<file path="src/rtl/elastic_pipeline.sv">
// Elastic pipeline: STAGES cascaded skid-buffer slices carrying a valid/ready stream.
// Latency: STAGES cycles from acceptance to Out_valid when never stalled; 1 word/cycle sustained.
// Backpressure: In_ready = !skid_valid of slice 0 (registered), no comb path from Out_ready; capacity 2*STAGES.
// Optional feature macro: ELASTIC_PIPELINE_OCCUPANCY_EN adds the registered Occupancy output.
module elastic_pipeline #(
  parameter int WORD_LENGTH = 8,
  parameter int STAGES      = 2
) (
  input  logic                   Clock,
  input  logic                   Reset,
  input  logic [WORD_LENGTH-1:0] In_data,
  input  logic                   In_valid,
  output logic                   In_ready,
  output logic [WORD_LENGTH-1:0] Out_data,
  output logic                   Out_valid,
  input  logic                   Out_ready
`ifdef ELASTIC_PIPELINE_OCCUPANCY_EN
  ,
  output logic [$clog2(2*STAGES+1)-1:0] Occupancy
`endif
);

  if (WORD_LENGTH <= 0) begin : g_bad_width
    $error("elastic_pipeline: WORD_LENGTH must be > 0");
  end
  if (STAGES <= 0) begin : g_bad_stages
    $error("elastic_pipeline: STAGES must be > 0");
  end

  // Per-slice state flattened so neighbouring slices can see each other.
  logic [STAGES-1:0]      main_valid;
  logic [STAGES-1:0]      skid_valid;
  logic [STAGES-1:0]      up_valid;
  logic [WORD_LENGTH-1:0] main_data [STAGES];
  logic [WORD_LENGTH-1:0] up_data   [STAGES];

  for (genvar k = 0; k < STAGES; k++) begin : g_slice
    logic                   m_valid;
    logic                   s_valid;
    logic [WORD_LENGTH-1:0] m_data;
    logic [WORD_LENGTH-1:0] s_data;
    logic                   dn_ready;
    logic                   in_fire;

    // Upstream of slice 0 is the block input; otherwise the previous slice's main register.
    if (k == 0) begin : g_first
      assign up_valid[k] = In_valid;
      assign up_data[k]  = In_data;
    end else begin : g_chain
      assign up_valid[k] = main_valid[k-1];
      assign up_data[k]  = main_data[k-1];
    end

    // Downstream ready is the consumer for the last slice, else the next slice's registered ready.
    if (k == STAGES-1) begin : g_last
      assign dn_ready = Out_ready;
    end else begin : g_mid
      assign dn_ready = ~skid_valid[k+1];
    end

    // Our own upstream ready is simply "skid empty", a register output.
    assign in_fire = up_valid[k] & ~s_valid;

    // Main register advances when empty or drained; otherwise an incoming word parks in the skid.
    always_ff @(posedge Clock) begin
      if (!Reset) begin
        m_valid <= 1'b0;
        s_valid <= 1'b0;
        m_data  <= '0;
        s_data  <= '0;
      end else if (!m_valid || dn_ready) begin
        // Data only reloads when a real word arrives, so an empty slice keeps its last value.
        if (s_valid) begin
          m_data <= s_data;
        end else if (in_fire) begin
          m_data <= up_data[k];
        end
        m_valid <= s_valid | in_fire;
        s_valid <= 1'b0;
      end else if (in_fire) begin
        s_data  <= up_data[k];
        s_valid <= 1'b1;
      end
    end

    assign main_valid[k] = m_valid;
    assign skid_valid[k] = s_valid;
    assign main_data[k]  = m_data;
  end

  assign In_ready  = ~skid_valid[0];
  assign Out_valid = main_valid[STAGES-1];
  assign Out_data  = main_data[STAGES-1];

`ifdef ELASTIC_PIPELINE_OCCUPANCY_EN
  localparam int OCC_W = $clog2(2*STAGES+1);

  logic             occ_in_fire;
  logic             occ_out_fire;
  logic [OCC_W-1:0] occ_count;

  assign occ_in_fire  = In_valid & In_ready;
  assign occ_out_fire = Out_valid & Out_ready;

  // Word count tracks boundary transfers: +1 on accept, -1 on delivery, hold on both or neither.
  always_ff @(posedge Clock) begin
    if (!Reset) begin
      occ_count <= '0;
    end else begin
      case ({occ_in_fire, occ_out_fire})
        2'b10:   occ_count <= occ_count + OCC_W'(1);
        2'b01:   occ_count <= occ_count - OCC_W'(1);
        default: occ_count <= occ_count;
      endcase
    end
  end

  assign Occupancy = occ_count;
`endif

endmodule

</file>
<file path="config.mk">
export PLATFORM = sky130hd
export DESIGN_NAME = elastic_pipeline
export DESIGN_NICKNAME = d
export VERILOG_FILES = /design/src/rtl/elastic_pipeline.sv
export SDC_FILE = /design/constraint.sdc
export NUM_CORES = 1
export LEC_CHECK = 0
export BUFFER_PORTS_ARGS = -buffer_cell sky130_fd_sc_hd__clkbuf_2
export CORE_ASPECT_RATIO = 2
export CORE_MARGIN = 2
export CORE_UTILIZATION = 42
export DETAILED_ROUTE_END_ITERATION = 16
export PLACE_DENSITY = 0.74
export SKIP_LAST_GASP = 1
export SLEW_MARGIN = 5
export SYNTH_ARGS = -nofsm -noshare
export SYNTH_HDL_FRONTEND = slang
export SYNTH_SLANG_ARGS = --single-unit
</file>
<file path="constraint.sdc">
create_clock -name Clock -period 2.6 [get_ports Clock]
set_clock_uncertainty 0.1 [all_clocks]
set_input_delay 0.52 -clock Clock [delete_from_list [all_inputs] [get_ports Clock]]
set_output_delay 0.52 -clock Clock [all_outputs]
set_load 0.05 [all_outputs]
</file>
==> results.md <==
Timing:
- Final hold analysis gives a worst-case slack of 0.3571 ns.
- In the post-route analysis, the smallest setup slack over all paths is 0.8453 ns.
- The max-slew violation count is 0.
- At the pin with the least slew margin, the transition time is 0.6623 ns.
- The final total negative setup slack is 0 ns.
- Timing would allow up to 569.9 MHz.
- The final critical path time including I/O delays and setup is 1.755 ns.
- Measured against its own limit, the worst slew margin works out to 55.79%.
- The post-route clock period utilization is 67.49%.
- Setup repair after global routing left no endpoint under its margin.
- The number of endpoints failing setup at the final stage is 0.
- The number of hold violations in the final report came to 0.

GRT:
- The global routing met2 resource utilization is 26.14%.
- The first-pass GRT wire length is 4560 um.
- Entering global routing, the biggest net connects 37 pins.
- For this run, global-route usage on met3 was measured as 4.217%.
- The highest-utilization routing layer at the global route stage is met2.
- The via count of the first global-routing pass was 1043.
- The total overflow left after global routing is 0.
- The global-route usage over all layers is 14.48%.
- For met1 alone, demand over resource in global routing was 14.10%.
- The number of antenna violations at the first check in global routing is 0.

Clock network:
- CTS placed an instance of sky130_fd_sc_hd__clkbuf_8 at the clock tree root.
- The clock-pin slew reported for the worst setup and hold paths after clock tree synthesis is 0.07 ns.
- CTS built an H-tree with a depth of 2.
- The number of clock sinks seen by CTS is 36.
- The post-cts repair resize count is 0.
- The total setup buffers inserted after CTS is 0.
- Buffers inserted during clock tree synthesis total 5.
- The longest clock path from root to sink contains 2 buffers.
- The insertion delay of the later-clocked pin in the worst-skew pair is 0.28 ns.
- TritonCTS built the clock tree.
- After clock tree synthesis, the flow added hold-fix buffers numbering 0.

Placed design:
- The congestion estimate from routability-driven global placement came to 0.7200.
- The number of port buffers is 21.
- The post-placement cell count is 211.
- The detailed placement HPWL is 2072 um.
- Timing analysis after detailed placement gives a worst setup slack of 0.8790 ns.

Worst setup path:
- The startpoint identified for the worst register-to-register timing path is g_slice[1].s_valid.
- The largest delay contributor family on the critical path is buffers and inverters.
- The type of destination of the critical path is an output pin.
- The setup path with the least slack is of type register to output pin.
- The buffers plus inverters on the worst setup path is 3.
- The worst register-to-register path has a depth of 3.
- The reg2reg setup slack is 0.89 ns.
- The critical path goes through buf_4 -> inv_1 -> clkbuf_2.
- The destination of the worst register-to-register timing path is Out_data[5].
- The required time at the endpoint of the critical path is 1.98 ns.
- The highest-delay cell along the critical path is sky130_fd_sc_hd__dfxtp_1.
- The largest single stage delay on the critical path is 0.34 ns.
- The data arrival time of the critical path is 1.13 ns.
- STA classifies the critical path startpoint as a register.
- The biggest fanout along the worst timing path is 12.
- The number of cells on the critical path is 3.

Floorplan:
- The die area is 4223 um^2.
- In this run the vertical extent of the chip is 89.92 um.
- The die span in x is 46.96 um.
- 22 I/O pins were placed.
- The number of rows in the core area is 31.
- The placeable core area is 3568 um^2.
- The effective utilization at floorplan is 43.44%.

Logic synthesis:
- The top-area cell type share of the netlist area is 46.49%.
- The number of warnings printed during yosys synthesis is 0.
- After synthesis the netlist holds a flip-flop and latch count of 36.
- The count of mapped cells out of synthesis is 153.
- Yosys mapped the design onto 21 distinct sky130hd cell types.
- Sequential elements use 46.49% of the synthesized area.
- The library cell with the largest summed area after synthesis is sky130_fd_sc_hd__dfxtp_1.
- After synthesis, the mean cell area works out to 10.13 um^2.
- The summed instance area of the synthesized netlist is 1550 um^2.
- Synthesis produced a netlist with a net count of 165.
- Ranked by total cell area, the synthesized netlist is headed by sky130_fd_sc_hd__dfxtp_1 46%, sky130_fd_sc_hd__mux2i_1 15%, sky130_fd_sc_hd__o211a_1 10%, sky130_fd_sc_hd__nand2_1 6.3%, sky130_fd_sc_hd__a21boi_1 4.4%.

Finish:
- The number of antenna diodes in the final layout is 0.
- For this run, the share of the core covered by cells in the final layout is 49.72%.
- The share of layout cells above drive strength 1 is 18.82%.
- The finished layout holds 219 standard cells, fillers aside.
- At the end of the flow, the number of nets in the layout was 181.
- The layout-stage area growth over the synthesis result is 14.45%.

Power:
- The maximum vdd ir drop is 0.6902 mV.
- The static leakage is 0.7838 nW.
- Of the total power, registers draw 47.7%.
- The relative contribution of combinational cells to total power is 9.4%.
- The switching power is 0.0002773 W.
- The internal power of the cells totals 0.0009536 W.
- The net switching share of the total power is 22.53%.
- Per report_power, the clock group accounts for 42.9% of the total.
- Dividing total power by cell area gives a power density of 693.8 nW/um^2.

Run status:
- The run finished with clean final reports.

Routing:
- The detailed-router iteration count before antenna repair is 4.
- The vias per cell is 5.059.
- The starting DRC count in detailed routing is 12.
- After detailed routing, the number of remaining DRC violations is 0.
- The remaining number of nets flagged by the antenna check after routing is 0.
- The routed via count is 1108.
- The total routed wirelength is 2734 um.
- The wire length per cell is 12.48 um.

Worst hold path:
- The worst hold path was traced through 2 stages.
- The worst hold path belongs to the class register to register.
- The worst min-delay path startpoint is g_slice[0].s_data[5].
- The end point of the most critical hold path is g_slice[0].s_data[5].

Flow run:
- The reported max-cap violation count is 0.
## per-layer routing
metal  wire length, um  vias to the layer above
met5                 0                        -
met1               973                      527
li1                  -                      563
met4                44                        0
met2              1634                       14
met3                80                        4
## how the worst max path moves through the flow
stage / endpoint / slack (ns) / from
after floorplan: g_slice[1].s_data[0] / 1.06 / Out_valid
after global placement: g_slice[1].s_data[5] / 0.93 / Out_ready
after detailed placement: Out_data[3] / 0.88 / g_slice[1].s_valid
after CTS: In_ready / 0.83 / g_slice[0].s_valid
after global routing: In_ready / 0.76 / g_slice[0].s_valid
final: In_ready / 0.85 / g_slice[0].s_valid
## metrics by stage
step                total power, W  cell area, um^2
floorplan                0.0006908             1550
global placement         0.0007127             1648
detailed placement       0.0007178             1648
CTS                       0.001246             1774
global route              0.001280             1774
finish                    0.001231             1774
## cell type report
type                    count  area [um^2]
clock buffers               7        96.34
clock inverters             1        30.03
well taps                  49        61.31
fillers                   355         1794
repair buffers             22        112.6
flip-flops and latches     36        720.7
inverters                   1        3.754
multi-input cells         103        749.5
## synthesized netlist by cell type
cell type	number
sky130_fd_sc_hd__o211a_1	16
sky130_fd_sc_hd__nand4b_1	1
sky130_fd_sc_hd__a21boi_1	9
sky130_fd_sc_hd__a2bb2oi_2	1
sky130_fd_sc_hd__nand2_1	26
sky130_fd_sc_hd__clkbuf_1	6
sky130_fd_sc_hd__and2_4	1
sky130_fd_sc_hd__a21boi_0	1
sky130_fd_sc_hd__or2_1	1
sky130_fd_sc_hd__buf_2	4
sky130_fd_sc_hd__and4bb_1	1
sky130_fd_sc_hd__nor2b_1	8
sky130_fd_sc_hd__dfxtp_1	36
sky130_fd_sc_hd__nand2b_1	1
sky130_fd_sc_hd__nand3_1	8
sky130_fd_sc_hd__and4b_1	1
sky130_fd_sc_hd__nor3b_1	1
sky130_fd_sc_hd__mux2i_1	24
sky130_fd_sc_hd__inv_1	1
sky130_fd_sc_hd__nor2_1	3
sky130_fd_sc_hd__buf_6	3
## worst register-to-register path, delay by kind of cell, from the launching register on
kind / cells / cell delay, ns
and+or+nand+nor: 2 / 0.66
DFF: 1 / 0.75
AOI/OAI and AO/OA: 1 / 0.14
## layout by cell type (no fill, tap or decap), types with 3 or more instances in the layout
cell type / instances
sky130_fd_sc_hd__dfxtp_1: 36
sky130_fd_sc_hd__nand2_1: 26
sky130_fd_sc_hd__mux2i_1: 24
sky130_fd_sc_hd__clkbuf_2: 21
sky130_fd_sc_hd__o211a_1: 16
sky130_fd_sc_hd__a21boi_1: 9
sky130_fd_sc_hd__nor2b_1: 8
sky130_fd_sc_hd__nand3_1: 8
sky130_fd_sc_hd__clkbuf_8: 7
sky130_fd_sc_hd__nor2_1: 3
## power groups by stage
stage / clock network (W) / logic, W / registers, W
after global placement: 0 / 0.000115 / 0.000598
final: 0.000528 / 0.000116 / 0.000587
after floorplan: 0 / 0.0000600 / 0.000631
after global routing: 0.000564 / 0.000126 / 0.000589
after detailed placement: 0 / 0.000118 / 0.000599
after CTS: 0.000541 / 0.000118 / 0.000587
## sequential cells by signal, summed over array words and instances (netlist names)
signal and count:
g_slice.s_valid 2, g_slice.m_data 8, Out_valid 1, Out_data 8, g_slice.m_valid 1, g_slice.s_data 16
## kinds of logic after synthesis
| group | Yosys count | synth area share (%) |
|---|---|---|
| AO/OA/AOI/OAI | 27 | 16.14 |
| buffers and inverters | 14 | 5.165 |
| flip-flops | 36 | 46.49 |
| multiplexers | 24 | 15.50 |
| AND/OR/NAND/NOR | 52 | 16.71 |
(Power assumes the default switching activity.)
